[src/rtl/result_ram_writer.sv]
// Writes one block of DEPTH signed PE results as clamped 8-bit pixels to consecutive RAM addresses.
// Latency: first write registered on the edge after acceptance; backpressure: ready low while writing or done, excess valids flag overflow.
module result_ram_writer #(
   parameter int RAM_ADDR_WIDTH = 6,
   parameter int RAM_DATA_WIDTH = 8,
   parameter int PE_DATA_WIDTH  = 16,
   parameter int DEPTH          = 4
) (
   input  logic                            clk,
   input  logic                            reset,
   input  logic                            start,
   input  logic [PE_DATA_WIDTH*DEPTH-1:0]  data_in,
   input  logic                            data_valid,
   output logic                            ready,
   output logic [RAM_ADDR_WIDTH-1:0]       ram_address,
   output logic [RAM_DATA_WIDTH-1:0]       ram_wdata,
   output logic                            ram_we,
   output logic [RAM_ADDR_WIDTH-1:0]       block_count,
   output logic                            overflow,
   output logic                            done
);

   localparam int LW = $clog2(DEPTH + 1);

   typedef enum logic [1:0] {IDLE, WRITE, DONE} state_t;

   state_t                           state_q, state_d;
   logic [PE_DATA_WIDTH*DEPTH-1:0]   hold;
   logic [RAM_ADDR_WIDTH-1:0]        ptr;
   logic [LW-1:0]                    lane_cnt;
   logic                             last_lane;

   function automatic logic [RAM_DATA_WIDTH-1:0] clamp(input logic [PE_DATA_WIDTH-1:0] v);
      if (v[PE_DATA_WIDTH-1])
         clamp = '0;
      else if (|v[PE_DATA_WIDTH-2:RAM_DATA_WIDTH])
         clamp = '1;
      else
         clamp = v[RAM_DATA_WIDTH-1:0];
   endfunction

   assign last_lane = (lane_cnt == LW'(DEPTH));
   assign ready     = (state_q == IDLE);
   assign done      = (state_q == DONE);

   always_ff @(posedge clk) begin
      if (reset)
         state_q <= IDLE;
      else
         state_q <= state_d;
   end

   always_comb begin
      state_d = state_q;
      if (start) begin
         state_d = IDLE;
      end else begin
         case (state_q)
            IDLE:    if (data_valid) state_d = WRITE;
            // pointer has already stepped past the last lane, so zero means the image wrapped
            WRITE:   if (last_lane) state_d = (ptr == '0) ? DONE : IDLE;
            DONE:    state_d = DONE;
            default: state_d = IDLE;
         endcase
      end
   end

   always_ff @(posedge clk) begin
      if (reset) begin
         hold        <= '0;
         ptr         <= '0;
         lane_cnt    <= '0;
         ram_address <= '0;
         ram_wdata   <= '0;
         ram_we      <= 1'b0;
         block_count <= '0;
         overflow    <= 1'b0;
      end else if (start) begin
         ptr         <= '0;
         lane_cnt    <= '0;
         ram_we      <= 1'b0;
         block_count <= '0;
         overflow    <= 1'b0;
      end else begin
         case (state_q)
            IDLE: begin
               if (data_valid) begin
                  hold        <= data_in >> PE_DATA_WIDTH;
                  ram_we      <= 1'b1;
                  ram_address <= ptr;
                  ram_wdata   <= clamp(data_in[PE_DATA_WIDTH-1:0]);
                  lane_cnt    <= LW'(1);
                  ptr         <= ptr + RAM_ADDR_WIDTH'(1);
               end else begin
                  ram_we      <= 1'b0;
               end
            end
            WRITE: begin
               if (data_valid)
                  overflow <= 1'b1;
               if (!last_lane) begin
                  hold        <= hold >> PE_DATA_WIDTH;
                  ram_we      <= 1'b1;
                  ram_address <= ptr;
                  ram_wdata   <= clamp(hold[PE_DATA_WIDTH-1:0]);
                  lane_cnt    <= lane_cnt + LW'(1);
                  ptr         <= ptr + RAM_ADDR_WIDTH'(1);
               end else begin
                  ram_we      <= 1'b0;
                  ram_address <= ptr;
                  lane_cnt    <= '0;
                  block_count <= block_count + RAM_ADDR_WIDTH'(1);
               end
            end
            default: begin
               if (data_valid)
                  overflow <= 1'b1;
               ram_we <= 1'b0;
            end
         endcase
      end
   end

endmodule

[config.mk]
export PLATFORM = sky130hd
export DESIGN_NAME = result_ram_writer
export DESIGN_NICKNAME = d
export VERILOG_FILES = /design/src/rtl/result_ram_writer.sv
export SDC_FILE = /design/constraint.sdc
export NUM_CORES = 1
export LEC_CHECK = 0
export CAP_MARGIN = 20
export CORE_ASPECT_RATIO = 0.8
export CORE_MARGIN = 1.5
export CORE_UTILIZATION = 45
export CTS_BUF_LIST = sky130_fd_sc_hd__clkbuf_2 sky130_fd_sc_hd__clkbuf_4 sky130_fd_sc_hd__clkbuf_8
export DETAILED_ROUTE_END_ITERATION = 6
export GPL_TIMING_DRIVEN = 0
export PLACE_DENSITY_LB_ADDON = 0.2
export SYNTH_ARGS = -nofsm -noshare
export SYNTH_HDL_FRONTEND = slang
export SYNTH_SLANG_ARGS = --single-unit
[constraint.sdc]
create_clock -name clk -period 1.8 [get_ports clk]
set_input_delay 0.18 -clock clk [delete_from_list [all_inputs] [get_ports clk]]
set_output_delay 0.18 -clock clk [all_outputs]
set_load 0.05 [all_outputs]
==> out/metrics.cfg <==
[clocking]
hold_buffers=0
cts_root_buffer=clkbuf_8
clock_latency_ps=350
tritoncts=built
clkSlewWorstSetupHoldPaths_ps=80
htreeDepth=3
clock_sinks=81
clk_path_buf_depth=2
numCtsBuffers=9

[detailed_routing]
wl_met3_um=621
ant_nets=0
wl_mm=9.564
drtIter0Drc=261
wl_per_cell_um=14.71
highest_layer=met4
via_count=3425
met2_length_mm=4.348
viasPerCell=5.269
route.detailed.drc=0
dr.pass1.iters=4
met1_length_mm=4.434

[place]
gp_congestion=0.8522
dp.cells=621
dp_hpwl_mm=6.828
io_buffers=90

[finish]
fillCellCount=645
instances_no_fill=650
seq_area_um2=1625
drive_gt1_frac=0.1284
diodes=0
syn_to_final_growth_pct=44.46
nNetsFinal=613
multiInputGateArea_um2=1704

[floorplan]
core_um2=7427
die_w_um=101.1
start_util=0.4665
die_y_um=81.48
row_count=28
num_io_pins=92
dieArea_um2=8238

[power]
total_power_mw=4.015
p_leak_nw=1.938
p_per_area_nw_per_um2=802.2
peakVddDrop_uv=482.1

[yosys]
yosysUniqueCellTypes=34
syn-mean-instance-area_um2=8.133
synth_area_leaders=dfxtp_1 (47%), a311oi_1 (10%), nand2_1 (9.4%), nor2_1 (7.3%), a21oi_1 (3.0%)
synthTopCellsByCount=nand2_1 (87), dfxtp_1 (81), nor2_1 (67)
yosys.area.top_type=dfxtp_1
yosysTopAreaCellShare=0.4680
synth_edf_count=0
synthFlopType=dfxtp_1
synth.net_count=499
synth_area_um2=3465
netlist_instances=426
yosysWarnings=0
synth_seq_area_share=0.4680
ys_async_sr_fraction=0
ys_ff_latch=81
synth.most_common_cell=nand2_1

[global_routing]
antenna_found_initial=0
grt_pass1_vias=3234
grt_start_max_net_pins=14
grt_pass1_wl_mm=15.30
grt_overflow=0
grtUsageTotal=0.2416

[timing]
max_freq_mhz=572.2
drv_slew=0
fin_crit_sh=0.9710
max_slew_margin=0.6311
setup_violations=0
rsz0062_at_grt=true
tightestPinTransition_ps=553.4
skew_ps=4.896
hold_viol=0
min_period_ps=1748

[hold_path]
hold_path_class=in2reg

[outcome]
status=completed

[setup_path]
cp_cell_sequence=clkdlybuf4s50_1
crit_path_max_incr_delay_ps=830
endpoint_kind=output pin
crit_family=buffers and inverters
path_max_fanout=3
critPathKind=reg2out
crit_slowest_cell=clkdlybuf4s50_1
critical_path_arrival_ps=1570
crit_path_start_kind=register
cp.required_ps=1620
worst-path-buf-inv=1

[flow_run]
max_cap_violations=0

placed cells by master, fill, tap and decap left out, drive strengths merged, types with 9 or more instances in the layout:
master         instances
nor2                  68
buf                   31
nand3                 18
dfxtp                 81
o21ai                 20
nand2                 87
clkdlybuf4s50         85
a311oi                40
mux2i                  9
clkbuf                31
a21oi                 21
cell type report:
cell class              count  area share
multi-input cells         304      0.3405
flip-flops and latches     81      0.3248
repair buffers            104      0.2138
plain buffers              35     0.04825
clock buffers              12     0.03300
well taps                 105     0.02625
clock inverters             4    0.009750
inverters                   5    0.003750
registers in the layout, indices dropped and copies added, names as in the netlist:
| register | flops |
|---|---|
| block_count | 6 |
| hold | 48 |
| lane_cnt | 3 |
| overflow | 1 |
| ptr | 6 |
| ram_address | 6 |
| ram_wdata | 8 |
| ram_we | 1 |
| state_q | 2 |
kinds of logic (layout without fill, tap and decap cells):
| family | count (synthesis) | after routing | share of synthesized area |
|---|---|---|---|
| AOI/OAI and AO/OA | 84 | 84 | 0.1669 |
| xor gates and xnor gates | 9 | 9 | 0.02275 |
| adders and majority gates | 5 | 5 | 0.01806 |
| buffers and inverters | 41 | 160 | 0.05273 |
| DFF | 81 | 81 | 0.4680 |
| muxes | 9 | 9 | 0.02600 |
| and+or+nand+nor | 197 | 197 | 0.2456 |
stage by stage:
| step | TNS (ps) | util | worst slack, ps | hold WS, ps | area, um2 |
|---|---|---|---|---|---|
| after floorplan | 0 | - | 5.760 | 331.9 | 3481 |
| after global routing | -15.02 | 0.6739 | -9.741 | 384.3 | 5005 |
| after CTS | -65.97 | 0.6678 | -23.99 | 363.5 | 4960 |
| after global placement | -12580 | 0.6076 | -252.0 | 435.7 | 4513 |
| final | 0 | 0.6739 | 52.27 | 366.2 | 5005 |
| after detailed placement | -13870 | 0.6076 | -294.2 | 440.5 | 4513 |
layer usage:
metal  up-vias  global-route usage
li1       1713                   -
met1      1576              0.3159
met2       121              0.3933
met3        15             0.06468
met4         0             0.07500
met5         -                   0
timing repair:
item,4_1_cts,5_1_grt
gates cloned,3,0
endpoints found under the setup margin,59,53
gates resized for setup,38,20
setup buffers,10,2
pin swaps,11,6
report_power, final:
part,switching (mW),leakage [nW],internal (mW)
Sequential,0.0513,0.665,1.88
Combinational,0.343,1.16,0.343
Clock,0.637,0.113,0.755
Total,1.03,1.94,2.98
worst register-to-register path, stage by stage (launching register included):
cell,delay [ps]
dfxtp_2,340
inv_2,50
ha_4,160
and3_4,170
nor4_4,180
buf_6,160
buf_12,110
buf_6,130
nor2_1,50
a311oi_1,280
final timing paths:
check                         startpoint                        to  slack [ps]  cells past startpoint
max          block_count[4]$_SDFFE_PP0P_            block_count[4]          50                      1
min reg2reg        overflow$_SDFFE_PP0P_     overflow$_SDFFE_PP0P_         450                      2
min                                reset  lane_cnt[0]$_SDFFE_PP0P_         370                      3
max reg2reg     lane_cnt[0]$_SDFFE_PP0P_     hold[17]$_SDFFE_PP0P_          60                      9
No activity file was read; power rests on OpenSTA's default activity.
